==> src/rtl/switch_port_rx_if.sv <==
// switch_port_rx_if
//   Bundle of the switch-facing four-phase handshake and the sink-facing
//   valid/ready stream of one switch output port receiver.
//
//   Switch side : port_req, port_data (from switch), port_received (to switch)
//   Sink side   : out_data, out_valid (to sink), out_ready (from sink)
//   Status      : fifo_count (occupancy), word_count (words captured)
//
//   Modports
//     master : the environment (switch + sink) driving the receiver
//     slave  : the receiver itself
interface switch_port_rx_if #(
   parameter int DATA_WIDTH  = 8,
   parameter int FIFO_DEPTH  = 8,
   parameter int COUNT_WIDTH = 16
);
   logic                        port_req;
   logic [DATA_WIDTH-1:0]       port_data;
   logic                        port_received;
   logic [DATA_WIDTH-1:0]       out_data;
   logic                        out_valid;
   logic                        out_ready;
   logic [$clog2(FIFO_DEPTH):0] fifo_count;
   logic [COUNT_WIDTH-1:0]      word_count;

   modport master (
      output port_req, port_data, out_ready,
      input  port_received, out_data, out_valid, fifo_count, word_count
   );

   modport slave (
      input  port_req, port_data, out_ready,
      output port_received, out_data, out_valid, fifo_count, word_count
   );
endinterface

==> src/rtl/switch_port_rx.sv <==
// switch_port_rx
//   Per-output-port receiver downstream of the switch. Captures words offered
//   on a four-phase req/received handshake into a show-ahead FIFO and presents
//   them to the sink as a valid/ready stream, counting captured words.
//
//   Ports
//     clk         : clock, rising edge
//     reset       : asynchronous assert, synchronous release, active high
//     bus         : switch_port_rx_if.slave (handshake, stream, status)
//     fsm_state   : debug view of the FSM (0 = IDLE, 1 = ACK)
//     stall_count : only with SWITCH_PORT_RX_STALL_STATS_EN; saturating count
//                   of cycles a request waited in IDLE on a full FIFO
//
//   Handshakes
//     Switch side: a word is captured on the edge where the FSM is IDLE,
//     port_req is high and the registered FIFO full flag is low; port_received
//     then stays high until port_req is sampled low.
//     Sink side: a word transfers on every rising edge where out_valid and
//     out_ready are both high; out_data is stable while out_valid is high and
//     out_ready is low.
//
//   Optional feature macro: SWITCH_PORT_RX_STALL_STATS_EN
module switch_port_rx #(
   parameter int DATA_WIDTH  = 8,
   parameter int FIFO_DEPTH  = 8,
   parameter int COUNT_WIDTH = 16
) (
   input  logic                   clk,
   input  logic                   reset,
   switch_port_rx_if.slave        bus,
   output logic                   fsm_state
`ifdef SWITCH_PORT_RX_STALL_STATS_EN
   ,
   output logic [COUNT_WIDTH-1:0] stall_count
`endif
);

   localparam int PTR_W = $clog2(FIFO_DEPTH);
   localparam logic [PTR_W:0] DEPTH_C = (PTR_W+1)'(FIFO_DEPTH);
   localparam logic [PTR_W:0] ONE_C   = (PTR_W+1)'(1);

   typedef enum logic {IDLE = 1'b0, ACK = 1'b1} state_t;

   state_t                  state_q, state_d;
   logic [DATA_WIDTH-1:0]   mem [FIFO_DEPTH];
   logic [PTR_W-1:0]        wr_ptr, rd_ptr;
   logic [PTR_W:0]          count_q;
   logic [DATA_WIDTH-1:0]   head_q;
   logic [COUNT_WIDTH-1:0]  word_count_q;
   logic                    full;
   logic                    push;
   logic                    pop;

   // Full is the registered occupancy, so a pop on this edge cannot free a
   // slot for a capture on the same edge.
   assign full = (count_q == DEPTH_C);
   assign pop  = (count_q != '0) && bus.out_ready;

   // FSM: next state and capture decision
   always_comb begin
      state_d = state_q;
      push    = 1'b0;
      case (state_q)
         IDLE: begin
            if (bus.port_req && !full) begin
               push    = 1'b1;
               state_d = ACK;
            end
         end
         ACK: begin
            if (!bus.port_req) state_d = IDLE;
         end
      endcase
   end

   always_ff @(posedge clk or posedge reset) begin
      if (reset) state_q <= IDLE;
      else       state_q <= state_d;
   end

   // Storage array carries no reset; only pointers and count define validity.
   always_ff @(posedge clk) begin
      if (push) mem[wr_ptr] <= bus.port_data;
   end

   always_ff @(posedge clk or posedge reset) begin
      if (reset) begin
         wr_ptr       <= '0;
         rd_ptr       <= '0;
         count_q      <= '0;
         head_q       <= '0;
         word_count_q <= '0;
      end else begin
         if (push) begin
            wr_ptr       <= wr_ptr + 1'b1;
            word_count_q <= word_count_q + 1'b1;
         end
         if (pop) rd_ptr <= rd_ptr + 1'b1;

         case ({push, pop})
            2'b10:   count_q <= count_q + ONE_C;
            2'b01:   count_q <= count_q - ONE_C;
            default: count_q <= count_q;
         endcase

         // head_q is the show-ahead output register. It follows the entry that
         // will be at the head after this edge, and keeps the last word when
         // the FIFO drains.
         if (push && count_q == '0) begin
            head_q <= bus.port_data;
         end else if (pop) begin
            if (count_q > ONE_C) head_q <= mem[rd_ptr + 1'b1];
            else if (push)       head_q <= bus.port_data;
         end
      end
   end

`ifdef SWITCH_PORT_RX_STALL_STATS_EN
   logic [COUNT_WIDTH-1:0] stall_q;

   always_ff @(posedge clk or posedge reset) begin
      if (reset) begin
         stall_q <= '0;
      end else if (state_q == IDLE && bus.port_req && full && stall_q != '1) begin
         stall_q <= stall_q + 1'b1;
      end
   end

   assign stall_count = stall_q;
`endif

   // port_received is the ACK state itself, so reset clears it immediately.
   assign bus.port_received = (state_q == ACK);
   assign bus.out_data      = head_q;
   assign bus.out_valid     = (count_q != '0);
   assign bus.fifo_count    = count_q;
   assign bus.word_count    = word_count_q;
   assign fsm_state         = (state_q == ACK);

endmodule

==> src/flat_wrapper.sv <==
// flat-port wrapper written by rule: the top's interface ports become plain ports
module switch_port_rx_flat 
#(
   parameter int DATA_WIDTH  = 8,
   parameter int FIFO_DEPTH  = 8,
   parameter int COUNT_WIDTH = 16
)
  (clk, reset, fsm_state, bus_port_req, bus_port_data, bus_out_ready, bus_port_received, bus_out_data, bus_out_valid, bus_fifo_count, bus_word_count);
  switch_port_rx_if #(.DATA_WIDTH(DATA_WIDTH), .FIFO_DEPTH(FIFO_DEPTH), .COUNT_WIDTH(COUNT_WIDTH)) bus_i ();
  input  logic clk;
  input  logic reset;
  output logic fsm_state;
  input wire logic [$bits(bus_i.port_req)-1:0] bus_port_req;
  input wire logic [$bits(bus_i.port_data)-1:0] bus_port_data;
  input wire logic [$bits(bus_i.out_ready)-1:0] bus_out_ready;
  output wire logic [$bits(bus_i.port_received)-1:0] bus_port_received;
  output wire logic [$bits(bus_i.out_data)-1:0] bus_out_data;
  output wire logic [$bits(bus_i.out_valid)-1:0] bus_out_valid;
  output wire logic [$bits(bus_i.fifo_count)-1:0] bus_fifo_count;
  output wire logic [$bits(bus_i.word_count)-1:0] bus_word_count;
  assign bus_i.port_req = bus_port_req;
  assign bus_i.port_data = bus_port_data;
  assign bus_i.out_ready = bus_out_ready;
  assign bus_port_received = bus_i.port_received;
  assign bus_out_data = bus_i.out_data;
  assign bus_out_valid = bus_i.out_valid;
  assign bus_fifo_count = bus_i.fifo_count;
  assign bus_word_count = bus_i.word_count;
  switch_port_rx #(.DATA_WIDTH(DATA_WIDTH), .FIFO_DEPTH(FIFO_DEPTH), .COUNT_WIDTH(COUNT_WIDTH)) u_core (.clk(clk), .reset(reset), .bus(bus_i), .fsm_state(fsm_state));
endmodule
==> config.mk <==
export PLATFORM = sky130hd
export DESIGN_NAME = switch_port_rx_flat
export DESIGN_NICKNAME = d
export VERILOG_FILES = /design/src/rtl/switch_port_rx_if.sv /design/src/rtl/switch_port_rx.sv /design/src/flat_wrapper.sv
export SDC_FILE = /design/constraint.sdc
export NUM_CORES = 1
export LEC_CHECK = 0
export BUFFER_PORTS_ARGS = -buffer_cell sky130_fd_sc_hd__buf_4
export CORE_ASPECT_RATIO = 1.2
export CORE_UTILIZATION = 45
export CTS_CLUSTER_DIAMETER = 150
export DETAILED_ROUTE_END_ITERATION = 16
export GPL_ROUTABILITY_DRIVEN = 1
export GPL_TIMING_DRIVEN = 0
export MAX_ROUTING_LAYER = met4
export PLACE_DENSITY = 0.66
export SYNTH_ARGS = -nofsm -noshare
export SYNTH_HDL_FRONTEND = slang
export SYNTH_SLANG_ARGS = --single-unit
==> constraint.sdc <==
create_clock -name clk -period 5.8 [get_ports clk]
set_clock_uncertainty 0.1 [all_clocks]
set_input_delay 0.87 -clock clk [delete_from_list [all_inputs] [get_ports clk]]
set_output_delay 0.87 -clock clk [all_outputs]
set_load 0.05 [all_outputs]
# [Word-level counts from Yosys, hierarchy flattened]
# Memory sizes are Yosys's and may differ from the RTL's.
# Cells that the tools add are included.
[op_classes] n_reduce_logical=10 n_mux=11 n_eq_ne=3 addsub=5 n_lt_le_gt_ge=1 bitwise_logic=1
[op_table] op="8-bit 2-to-1 mux" count=4
[op_table] op="16-bit by 1-bit adder with 16-bit output, second input constant" count=1
[op_table] op="4-bit one-hot mux with 2 select lines" count=1
[op_table] op="3-bit by 1-bit adder with 3-bit output, second input constant" count=2
[op_table] op="1-bit 2-to-1 mux" count=5
[op_table] op="4-bit by 1-bit adder with 4-bit output, second input constant" count=1
[op_table] op="4-bit equality test, second input constant" count=1
[op_table] op="4-bit by 1-bit greater-than comparator with 1-bit output, second input constant" count=1
[op_table] op="4-bit zero test" count=1
[op_table] op="2-bit nonzero test" count=2
[op_table] op="4-bit nonzero test" count=1
[op_table] op="4-bit by 1-bit subtractor with 4-bit output, second input constant" count=1
[op_table] op="1-bit logical AND" count=3
[op_table] op="3-bit nonzero test" count=1
[op_table] op="2-bit by 1-bit equality test with 1-bit output, second input constant" count=1
[op_table] op="2-bit equality test, second input constant" count=1
[op_table] op="1-bit one-hot mux with 2 select lines" count=1
[op_table] op="2-bit AND reduction" count=1
[op_table] op="1-bit zero test" count=1
[op_table] op="1-bit inverter" count=1
[totals] reg_bits=35 word_cells=38 mem_count=1 out_inout_bits=31 mem_bits_rw=64 input_bits=12
[memory_table] memory="u_core.mem" words=8 word_bits=8 rd=1 rd_ports_with_merged_regs=0 wr=1 line_no="switch_port_rx.sv:45" rtl="logic [DATA_WIDTH-1:0] mem [FIFO_DEPTH];"

# [Depth between registers and ports, before layout]
# Gate-level depths: netlist (run 1).
[depth] depth_word=9 mapped_depth=9

# [Least setup slack after synthesis (run 1)]
# Ideal clock, no wire load.
[synth_timing] path_type="register to register" from="register u_core.count_q[0] (netlist: u_core.bus.fifo_count[0])" to="memory u_core.mem[0][0] (enable)" path_stages_with_launch=7 slack_ns=2.869 required_ns=5.305 setup_time_ns=0.395 arrival_ns=2.437 path_cell_list="dfrtp_1 -> inv_1 -> ha_1 -> and3b_2 -> nor2_4 -> inv_2 -> nor4_1"
[synth_via] elab_chain_len=7
[synth_rtl] element="start: declaration" line_no="switch_port_rx.sv:47" rtl="logic [PTR_W:0] count_q;"
[synth_rtl] element="start signal: assignment" line_no="switch_port_rx.sv:101" rtl="2'b10: count_q <= count_q + ONE_C;"
[synth_rtl] element="start signal: assignment" line_no="switch_port_rx.sv:102" rtl="2'b01: count_q <= count_q - ONE_C;"
[synth_rtl] element="start signal: assignment" line_no="switch_port_rx.sv:103" rtl="default: count_q <= count_q;"
[synth_rtl] element="4-bit equality test" line_no="switch_port_rx.sv:56" rtl="assign full = (count_q == DEPTH_C);"
[synth_rtl] element="1-bit zero test" line_no="switch_port_rx.sv:65" rtl="if (bus.port_req && !full) begin"
[synth_rtl] element="1-bit logical AND" line_no="switch_port_rx.sv:65"
[synth_rtl] element="1-bit 2-to-1 mux" line_no="switch_port_rx.sv:65"
[synth_rtl] element="1-bit 2-to-1 mux" line_no="switch_port_rx.sv:63" rtl="case (state_q)"
[synth_rtl] element="1-bit 2-to-1 mux" line_no="switch_port_rx.sv:83" rtl="if (push) mem[wr_ptr] <= bus.port_data;"
[synth_rtl] element="1-bit 2-to-1 mux (not written as such)" line_no="switch_port_rx.sv:83"
[synth_rtl] element="end: declaration" line_no="switch_port_rx.sv:45"
# No other way between the ends.

# [Worst setup path after layout (run 1)]
[layout_timing] from="register u_core.count_q[0] (netlist: u_core.bus.fifo_count[0])" to="memory u_core.mem[4][3] (enable)"
# The elaborated chain is that of the path after synthesis.

==> run summary, run 1 <==
The flow ran to the end, and the final reports show no timing, DRC or antenna violations. The distinct cell type count after synthesis came out at 37. The required arrival time at the worst endpoint came out at between 5000 and 6000 ps. The number of endpoints failing setup at the final stage came out at 0.

By startpoint and endpoint, the worst setup path is classified as reg2reg. The cell depth of the worst flop-to-flop path is 7. The count of pins over their slew limit came out at 0. In the post-route analysis, the smallest setup slack over all paths is slightly above 3000 ps. The clock tree from TritonCTS is done.

In this run the most critical hold path is launched from u_core.bus.word_count[14]. Hold timing on the final database bottoms out at a slack of 397 ps. After clock tree synthesis, the repair step resized 0 gates. The TritonCTS buffer count is 9. The leakage power summed over all cells is between 2 and 2.5 nW. Counting every sink on the clock net gives a little under 100. The horizontal extent of the die came out at 91.7 um.

The buffer cell driving the clock tree root is sky130_fd_sc_hd__clkbuf_8. For the worst setup path, the data arrival time is roughly 2700 ps. The die covers just over 10000 um2. The routed design has 7830 um of wire. At the end of routability-driven placement, the weighted congestion stood at about 0.72. The synthesized flop and latch total is 99. The number of warnings issued by yosys is 0. The synthesized netlist devotes about 2.0% of its cell area to adder and majority cells. The aggregate global routing overflow is 0. The cell area after technology mapping is approximately 4300 um2. The period utilization came out at between 40% and 50%.

The hold path depth came out at 1. The number of top-level pins is 43. The clock latency of the later-clocked register in the worst-skew pair is approximately 360 ps.

Of the total synthesized cell area, the portion taken by AND, OR, NAND and NOR gates is approximately 7.6%. The post-synthesis xor/xnor area fraction is under 10%. The actual transition at the worst max-transition pin came out at between 800 and 900 ps. The number of antenna diodes in the final layout is 0. Detailed placement finished with a half-perimeter wire length of 5140 um. The complex-gate fraction of the synthesized area came out at under 10%. The net count after synthesis came out at 287. The detailed-route via count came out at approximately 2300. The met2 wire length is 4150 um. The row count is 38. The count of hold buffers inserted by post-cts repair came out at 0. Max-cap violations in this run came to 0.

The number of nets in the finished design is 342. The initial DRC count came out at between 100 and 150. The most used flip-flop cell after synthesis is sky130_fd_sc_hd__edfxtp_1. The startpoint of the worst register-to-register path is u_core.bus.fifo_count[0].

The count of buffers added on input and output ports is 42. The overall global routing resource usage is around 18%. The detailed router put a total of ~3400 um of wire on met1.

The worst hold path terminates at u_core.bus.word_count[14]. By area, the combinational part of the netlist is dominated by multiplexers. The internal reg-to-reg setup slack came out at between 3000 and 4000 ps. The post-CTS setup buffer count is 0. The headroom to the max-slew limit is 40.4%.

The met3 wirelength from detailed routing came out at 214 um. The final-layout setup total negative slack came out at 0 ps. The first global-routing pass estimated between 10000 and 15000 um of wire.

The worst-case setup slack after placement came out at between 2000 and 2500 ps. The total core area came out at a little over 9000 um2. The post-synthesis sequential area ratio is 64.4%.

The mean area per synthesized cell came out at 16.2 um2. The highest metal layer with signal wires is met4. The kind of capture point of the worst setup path is a flop. The initial utilization of the core area, before any placement, comes to ~47%. Setup repair after global routing left no endpoint under its margin.

The post-route netlist has a little over a quarter of its cells at a drive strength greater than 1. Synthesis produced roughly 270 cells. The number of antenna violations at the first check in global routing came out at 0. The number of hold violations in the final report came out at 0.

In the routed layout, each cell is associated on average with a via count of about 5.2. STA classifies the critical path startpoint as a flop. The largest net degree at the start of global routing came out at 36. The number of DRC violations after detailed routing is 0. The fraction of synthesis flops using an asynchronous set or reset pin is between 30% and 40%. The depth of the CTS H-tree is 3. After detailed routing, the average wire length per cell comes to roughly 17 um.

The buffer depth of the longest clock path is 2. The peak clock frequency supported by timing is approximately 360 MHz. The multiplexer share of the synthesized area is around 17%. The final critical delay including setup and external delays came out at between 2000 and 3000 ps. The post-CTS clock slew at the launch and capture registers of the worst setup and hold paths came out at 80 ps. The final antenna-violating net count came out at 0.

In this run the critical register-to-register path is captured at u_core.mem[4][3]. The total power per unit cell area came out at 530 nW/um2. The number of detailed-route iterations in the first pass is 4. The area added between synthesis and finish is 15.8%. The maximum resistive drop on vdd came out at between 0.0002 and 0.00025 V. The class of the tightest hold or removal check is reg2reg.

Counting flops with a built-in enable in the synthesized netlist gives 64. The via count of the first global-routing pass came out at ~2300. The die is between 100 and 150 um tall. The largest driver fanout on the critical path came out at 10.
-- power by group --
part           leakage (nW)  internal, W  switching (W)
registers              1.02     0.000878       0.000109
logic                 0.914     0.000590       0.000681
clock network        0.0904     0.000190       0.000219
-- routing by layer --
layer	GRT usage [%]	vias to the layer above
li1	-	1096
met1	19.8	1178
met2	30.3	41
met3	4.63	9
met4	7.14	0
met5	-	-
-- state kept, by name, indices dropped and copies added (netlist names) --
signal,flops
u_core.bus.port_received,1
u_core.bus.word_count,16
u_core.rd_ptr,3
u_core.wr_ptr,3
u_core.mem,64
u_core.bus.fifo_count,4
u_core.bus.out_data,8
-- cells in the final DEF (no fill, tap or decap), drive strengths merged --
cell type,netlist,layout
edfxtp,64,64
buf,5,49
mux2i,41,41
dfrtp,35,35
xnor2,20,20
nand2,18,18
clkbuf,1,15
inv,13,13
mux2,9,9
mux4,8,8
nor2,8,8
ha,7,7
nand3,6,6
nor3,5,5
nand4,4,4
xor2,4,4
nand2b,3,3
and3,3,3
nor4b,2,2
bufbuf,1,1
and3b,1,1
or3b,1,1
o2bb2ai,1,1
and4,1,1
and2,1,1
nor4,1,1
nand3b,1,1
o21a,1,1
nand4b,1,1
a21oi,1,1
o21ai,1,1
clkinv,0,1
clkinvlp,0,1
-- synthesized netlist by cell type (2+ instances only) --
master,instances,share of area [%]
sky130_fd_sc_hd__nor3_1,5,0.58
sky130_fd_sc_hd__nand3_1,6,0.69
sky130_fd_sc_hd__mux2_2,8,2.1
sky130_fd_sc_hd__nor2_1,7,0.60
sky130_fd_sc_hd__inv_2,2,0.17
sky130_fd_sc_hd__nand2b_1,3,0.43
sky130_fd_sc_hd__buf_4,2,0.35
sky130_fd_sc_hd__inv_1,11,0.95
sky130_fd_sc_hd__and3_1,3,0.43
sky130_fd_sc_hd__mux4_1,8,4.8
sky130_fd_sc_hd__buf_6,3,0.78
sky130_fd_sc_hd__nor4b_4,2,1.1
sky130_fd_sc_hd__edfxtp_1,64,44
sky130_fd_sc_hd__mux2i_1,41,9.4
sky130_fd_sc_hd__ha_1,7,2.0
sky130_fd_sc_hd__nand2_1,17,1.5
sky130_fd_sc_hd__xor2_1,3,0.60
sky130_fd_sc_hd__xnor2_1,20,4.0
sky130_fd_sc_hd__nand4_1,4,0.58
sky130_fd_sc_hd__dfrtp_1,35,20
-- kinds of logic (layout without fill, tap and decap cells) --
logic type,count (synthesis),count (layout)
DFF,99,99
buffers and inverters,20,80
AOI/OAI and AO/OA,4,4
adders and majority gates,7,7
muxes,58,58
and+or+nand+nor,56,56
xor gates and xnor gates,24,24
-- per-stage QoR --
step / util, % / cell area (um2) / std cells / power (W)
floorplan: - / 4350 / 268 / 0.00198
global placement: 52.2 / 4810 / 430 / 0.00227
detailed placement: 52.4 / 4830 / 431 / 0.00229
CTS: 54.4 / 5010 / 447 / 0.00270
global route: 54.5 / 5030 / 448 / 0.00282
finish: 54.5 / 5030 / 448 / 0.00267
-- worst max path at each step --
stage	startpoint	end	slack, ps	cells after the start
3_5_place_dp	bus_port_req	u_core.mem[6][7]	2500	5
2_1_floorplan	u_core.bus.fifo_count[0]	u_core.mem[0][0]	2870	6
4_1_cts	u_core.bus.fifo_count[0]	u_core.mem[6][2]	2610	6
3_3_place_gp	bus_port_req	u_core.mem[0][4]	2000	5
5_1_grt	u_core.bus.fifo_count[0]	u_core.mem[0][3]	2900	7
6_report	u_core.bus.fifo_count[0]	u_core.mem[4][3]	3050	7
-- final cells by class --
class,instances,area [um2]
fill,774,4190
inverter,13,48.8
timing repair buffer,44,330
tap,120,150
multi-input combinational,149,1430
clock buffer,14,173
sequential,99,2800
buffer,7,86.3
clock inverter,2,11.3
-- critical path, cell delays in order, from the launching register on --
cell and delay [ps]:
sky130_fd_sc_hd__dfrtp_1 490, sky130_fd_sc_hd__inv_1 70, sky130_fd_sc_hd__ha_1 250, sky130_fd_sc_hd__and3b_2 280, sky130_fd_sc_hd__nor2_4 210, sky130_fd_sc_hd__inv_2 170
sky130_fd_sc_hd__nor3_1 610, sky130_fd_sc_hd__buf_4 280
(Power assumes the default switching activity.)
==> run 2, diff against run 1 <==
- ABC_AREA: unset -> 1
- PLACE_DENSITY: 0.66 -> 0.69
- clock period: 5.8 -> 2.3 ns (I/O delays scaled with it)
==> run 2 against run 1 <==
  * Clock power increased to 3.9 times the previous value
  * Worst setup slack got worse by 3000 ps
  * Non-clock buffer count increased by 6
  * Flip-flop and latch count unchanged
  * Total power increased to 2.8 times the previous value
  * Cell area increased by 11%
  * Core utilization increased by 0.78 points
  * Synthesized cell count increased by 84%
  * Final cell count increased by 51%
  * Die area increased by 7.3%
  * Critical path depth increased by 4
==> run summary, run 2 <==
The number of endpoints failing setup at the final stage is 0. For the worst-skew pair, the clock arrives at the later sink with an insertion delay of about 350 ps. The fraction of synthesis flops using an asynchronous set or reset pin came out at between 30% and 40%. The count of pins over their slew limit is 0. Counting along the longest clock path gives a buffer depth of 2.

Power spread over the standard cell area amounts to 1360 nW/um2. The number of nets in the finished design came out at ~570. Port buffering added 42 buffers. After synthesis the cells add up to 4670 um2.

Clock-pin slew was measured on the worst setup and hold paths at 70 ps. For this design, the CTS-stage hold fixing added 0 buffers. The top cell types in the final layout, fill and taps aside, are sky130_fd_sc_hd__nand2_1 (133), sky130_fd_sc_hd__inv_1 (74), sky130_fd_sc_hd__edfxtp_1 (64), sky130_fd_sc_hd__nand3_1 (54), sky130_fd_sc_hd__buf_4 (46).

The pre-antenna-repair detailed-routing pass consisted of 4 iterations. The net count after synthesis came out at 512. The tree is rooted in a sky130_fd_sc_hd__clkbuf_16.

The initial DRC count came out at 260. After global routing the overflow that remains totals 0. The final-layout setup total negative slack came out at 0 ps.

The number of warnings issued by yosys is 0. Synthesis handed over a netlist of 493 instances. The routed layout has approximately 3400 vias. In the final routed layout, each cell accounts on average for 14.2 um. The final antenna-violating net count came out at 0.

The number of flip-flops in the largest register is 64. The peak clock frequency supported by timing is 454 MHz. The die covers 10800 um2. The number of sinks driven by the clock tree is slightly below 100. STA puts the critical path data arrival time at between 2000 and 2500 ps. The via count of the first global-routing pass came out at between 3000 and 4000. The via density per instance came out at approximately 4.9. The number of antenna violations at the first check in global routing is 0. The share of post-route cells with drive strength above 1 is between 10% and 20%. The number of top-level pins came out at 43. The max-capacitance violation count is 0.

In the final layout, flip-flops and latches occupy 2800 um2. The area added between synthesis and finish came out at 19.2%. The worst setup path is captured at a flop. The final wirelength is between 9000 and 10000 um. The register with the highest flop count is u_core.mem. The final critical delay including setup and external delays came out at 2200 ps. The period utilization is between 90% and 100%. The row count came out at 40. The floorplan step set the die height to 114 um.

The number of fill cells came out at around 900. The class of the tightest hold or removal check is in2async. The post-synthesis sequential area ratio came out at between 50% and 60%. The startpoint kind of the worst setup timing path is a flop. Global routing used around a fifth of the available tracks.

The headroom to the max-slew limit is around 44%. The number of placed instances, taps included, is roughly 660. The largest individual stage delay along the critical path comes from the cell sky130_fd_sc_hd__dfrtp_2. The most repeated cell in the gate-level netlist after synthesis is sky130_fd_sc_hd__nand2_1. The horizontal extent of the die is approximately 95 um.

For the pin with the worst max-slew slack, the measured transition is 829 ps. A synthesized cell averages 9.47 um2. The finished layout holds around 680 standard cells, fillers aside. The synthesized flop and latch total is 99. The TritonCTS buffer count is 9. TritonCTS built the clock tree. After synthesis, the netlist uses 32 different library cells. The leakage power summed over all cells is about 2.6 nW.

Entering global routing, the biggest net connects 20 pins. The required arrival time at the worst endpoint came out at 2440 ps. Counting instances in the post-synthesis netlist gives the leading cell types as sky130_fd_sc_hd__nand2_1 (133), sky130_fd_sc_hd__inv_1 (76), sky130_fd_sc_hd__edfxtp_1 (64), sky130_fd_sc_hd__nand3_1 (54), sky130_fd_sc_hd__nor2_1 (48). The dominant cell type by count on the critical path is sky130_fd_sc_hd__inv_1. The library cell used most frequently in the layout, excluding fill and tap cells, is sky130_fd_sc_hd__nand2_1. The maximum resistive drop on vdd is ~0.00049 V. Of all nets on the critical path, the largest fanout is 10.

The number of DRC violations after detailed routing is 0. The number of enable-type register cells in the synthesized netlist came out at 64. The worst setup path is of the reg2reg kind. The area fraction of the dominant cell type after synthesis is 41.2%. Traced cell by cell, the critical path runs through inv_2 > ha_4 > nand3_2 > nand2_4 > buf_8 > ha_2 > inv_1 > o22ai_1 > nand3b_1 > xor2_1 > inv_1. The starting utilization of the core area came out at 46.4%. The number of hold violations in the final report is 0.

After synthesis, the cell types taking the most area are sky130_fd_sc_hd__edfxtp_1 (41%), sky130_fd_sc_hd__dfrtp_1 (19%), sky130_fd_sc_hd__nand2_1 (11%). The depth of the CTS H-tree came out at 3. The area used by multi-input combinational logic came out at between 1500 and 2000 um2. The biggest area contributor in the post-synthesis netlist is sky130_fd_sc_hd__edfxtp_1. The number of diodes added for antenna fixing came out at 0. The total core area came out at roughly 10000 um2. Once detailed placement completed, the half-perimeter wirelength came to 6730 um.

The routability congestion estimate came out at slightly below 0.9. The flow ran to the end, and the final reports show no timing, DRC or antenna violations. Broken down by cell family, the worst path's largest delay share belongs to flip-flops. The wire length of the first global-routing pass came out at approximately 16000 um. The number of buffers and inverters on the critical path is 4.

The worst stage delay on the critical path came out at 450 ps. The most used flip-flop cell after synthesis is sky130_fd_sc_hd__edfxtp_1.
run 2: timing repair:
item	4_1_cts	5_1_grt
endpoints found under the hold margin	0	0
gates resized for setup	11	10
setup buffers	0	0
gates cloned	0	0
endpoints found under the setup margin	66	34
run 2: cells by family after synthesis:
group | share of synthesized area [%]
adders and majority gates | 1.88
xor gates and xnor gates | 3.73
buffers and inverters | 8.58
and+or+nand+nor | 23.5
DFF | 59.9
AOI/OAI and AO/OA | 2.33
run 2: worst reg2reg max path, stage by stage (launching register included):
cell                       delay (ps)
sky130_fd_sc_hd__dfrtp_2          450
sky130_fd_sc_hd__inv_2            100
sky130_fd_sc_hd__ha_4             190
sky130_fd_sc_hd__nand3_2          110
sky130_fd_sc_hd__nand2_4          170
sky130_fd_sc_hd__buf_8            160
sky130_fd_sc_hd__ha_2             220
sky130_fd_sc_hd__inv_1             80
sky130_fd_sc_hd__o22ai_1          200
sky130_fd_sc_hd__nand3b_1         120
sky130_fd_sc_hd__xor2_1           140
sky130_fd_sc_hd__inv_1             50
run 2: layout make-up:
cell class | count | share of cell area [%]
sequential | 99 | 50.3
multi-input combinational | 299 | 27.7
timing repair buffer | 43 | 6.16
inverter | 81 | 5.51
clock buffer | 10 | 4.11
tap | 126 | 2.83
buffer | 14 | 1.82
clock inverter | 6 | 1.60
run 2: final timing paths:
| kind | startpoint | to | slack (ps) | depth (start not counted) |
|---|---|---|---|---|
| worst max register to register | u_core.bus.fifo_count[0] | u_core.bus.fifo_count[3] | 100 | 11 |
| worst min register to register | u_core.rd_ptr[1] | u_core.rd_ptr[1] | 400 | 2 |
| min in group clk | bus_port_req | u_core.bus.port_received | 110 | 3 |
| worst max-delay path | u_core.bus.fifo_count[0] | u_core.bus.fifo_count[3] | 100 | 11 |
| max in group asynchronous | reset | u_core.bus.word_count[9] | 1510 | 3 |
| worst min-delay path | reset | u_core.rd_ptr[0] | 40 | 2 |
run 2: routing by layer:
metal / routed length, um / vias to the layer above / track usage, %
li1: - / 1668 / -
met1: 3920 / 1588 / 24.4
met2: 4970 / 78 / 32.7
met3: 425 / 21 / 4.00
met4: 347 / 0 / 12.0
met5: 0 / - / -
run 2: power by group:
| part | internal, W | leakage (nW) | switching, W |
|---|---|---|---|
| combinational | 0.00112 | 1.40 | 0.00235 |
| sequential | 0.00224 | 1.01 | 0.000251 |
| clock | 0.000955 | 0.149 | 0.000640 |
| total | 0.00432 | 2.56 | 0.00324 |
run 2: through the flow:
stage	worst slack, ps	utilization [%]	cell area [um2]	total power [W]	hold WS, ps
2_1_floorplan	9.80	-	4670	0.00492	344
3_3_place_gp	-232	51.2	5150	0.00582	370
3_5_place_dp	-266	51.4	5170	0.00589	387
4_1_cts	-35.1	54.9	5530	0.00753	56.1
5_1_grt	-19.7	55.3	5570	0.00804	96.9
6_report	95.9	55.3	5570	0.00756	36.2
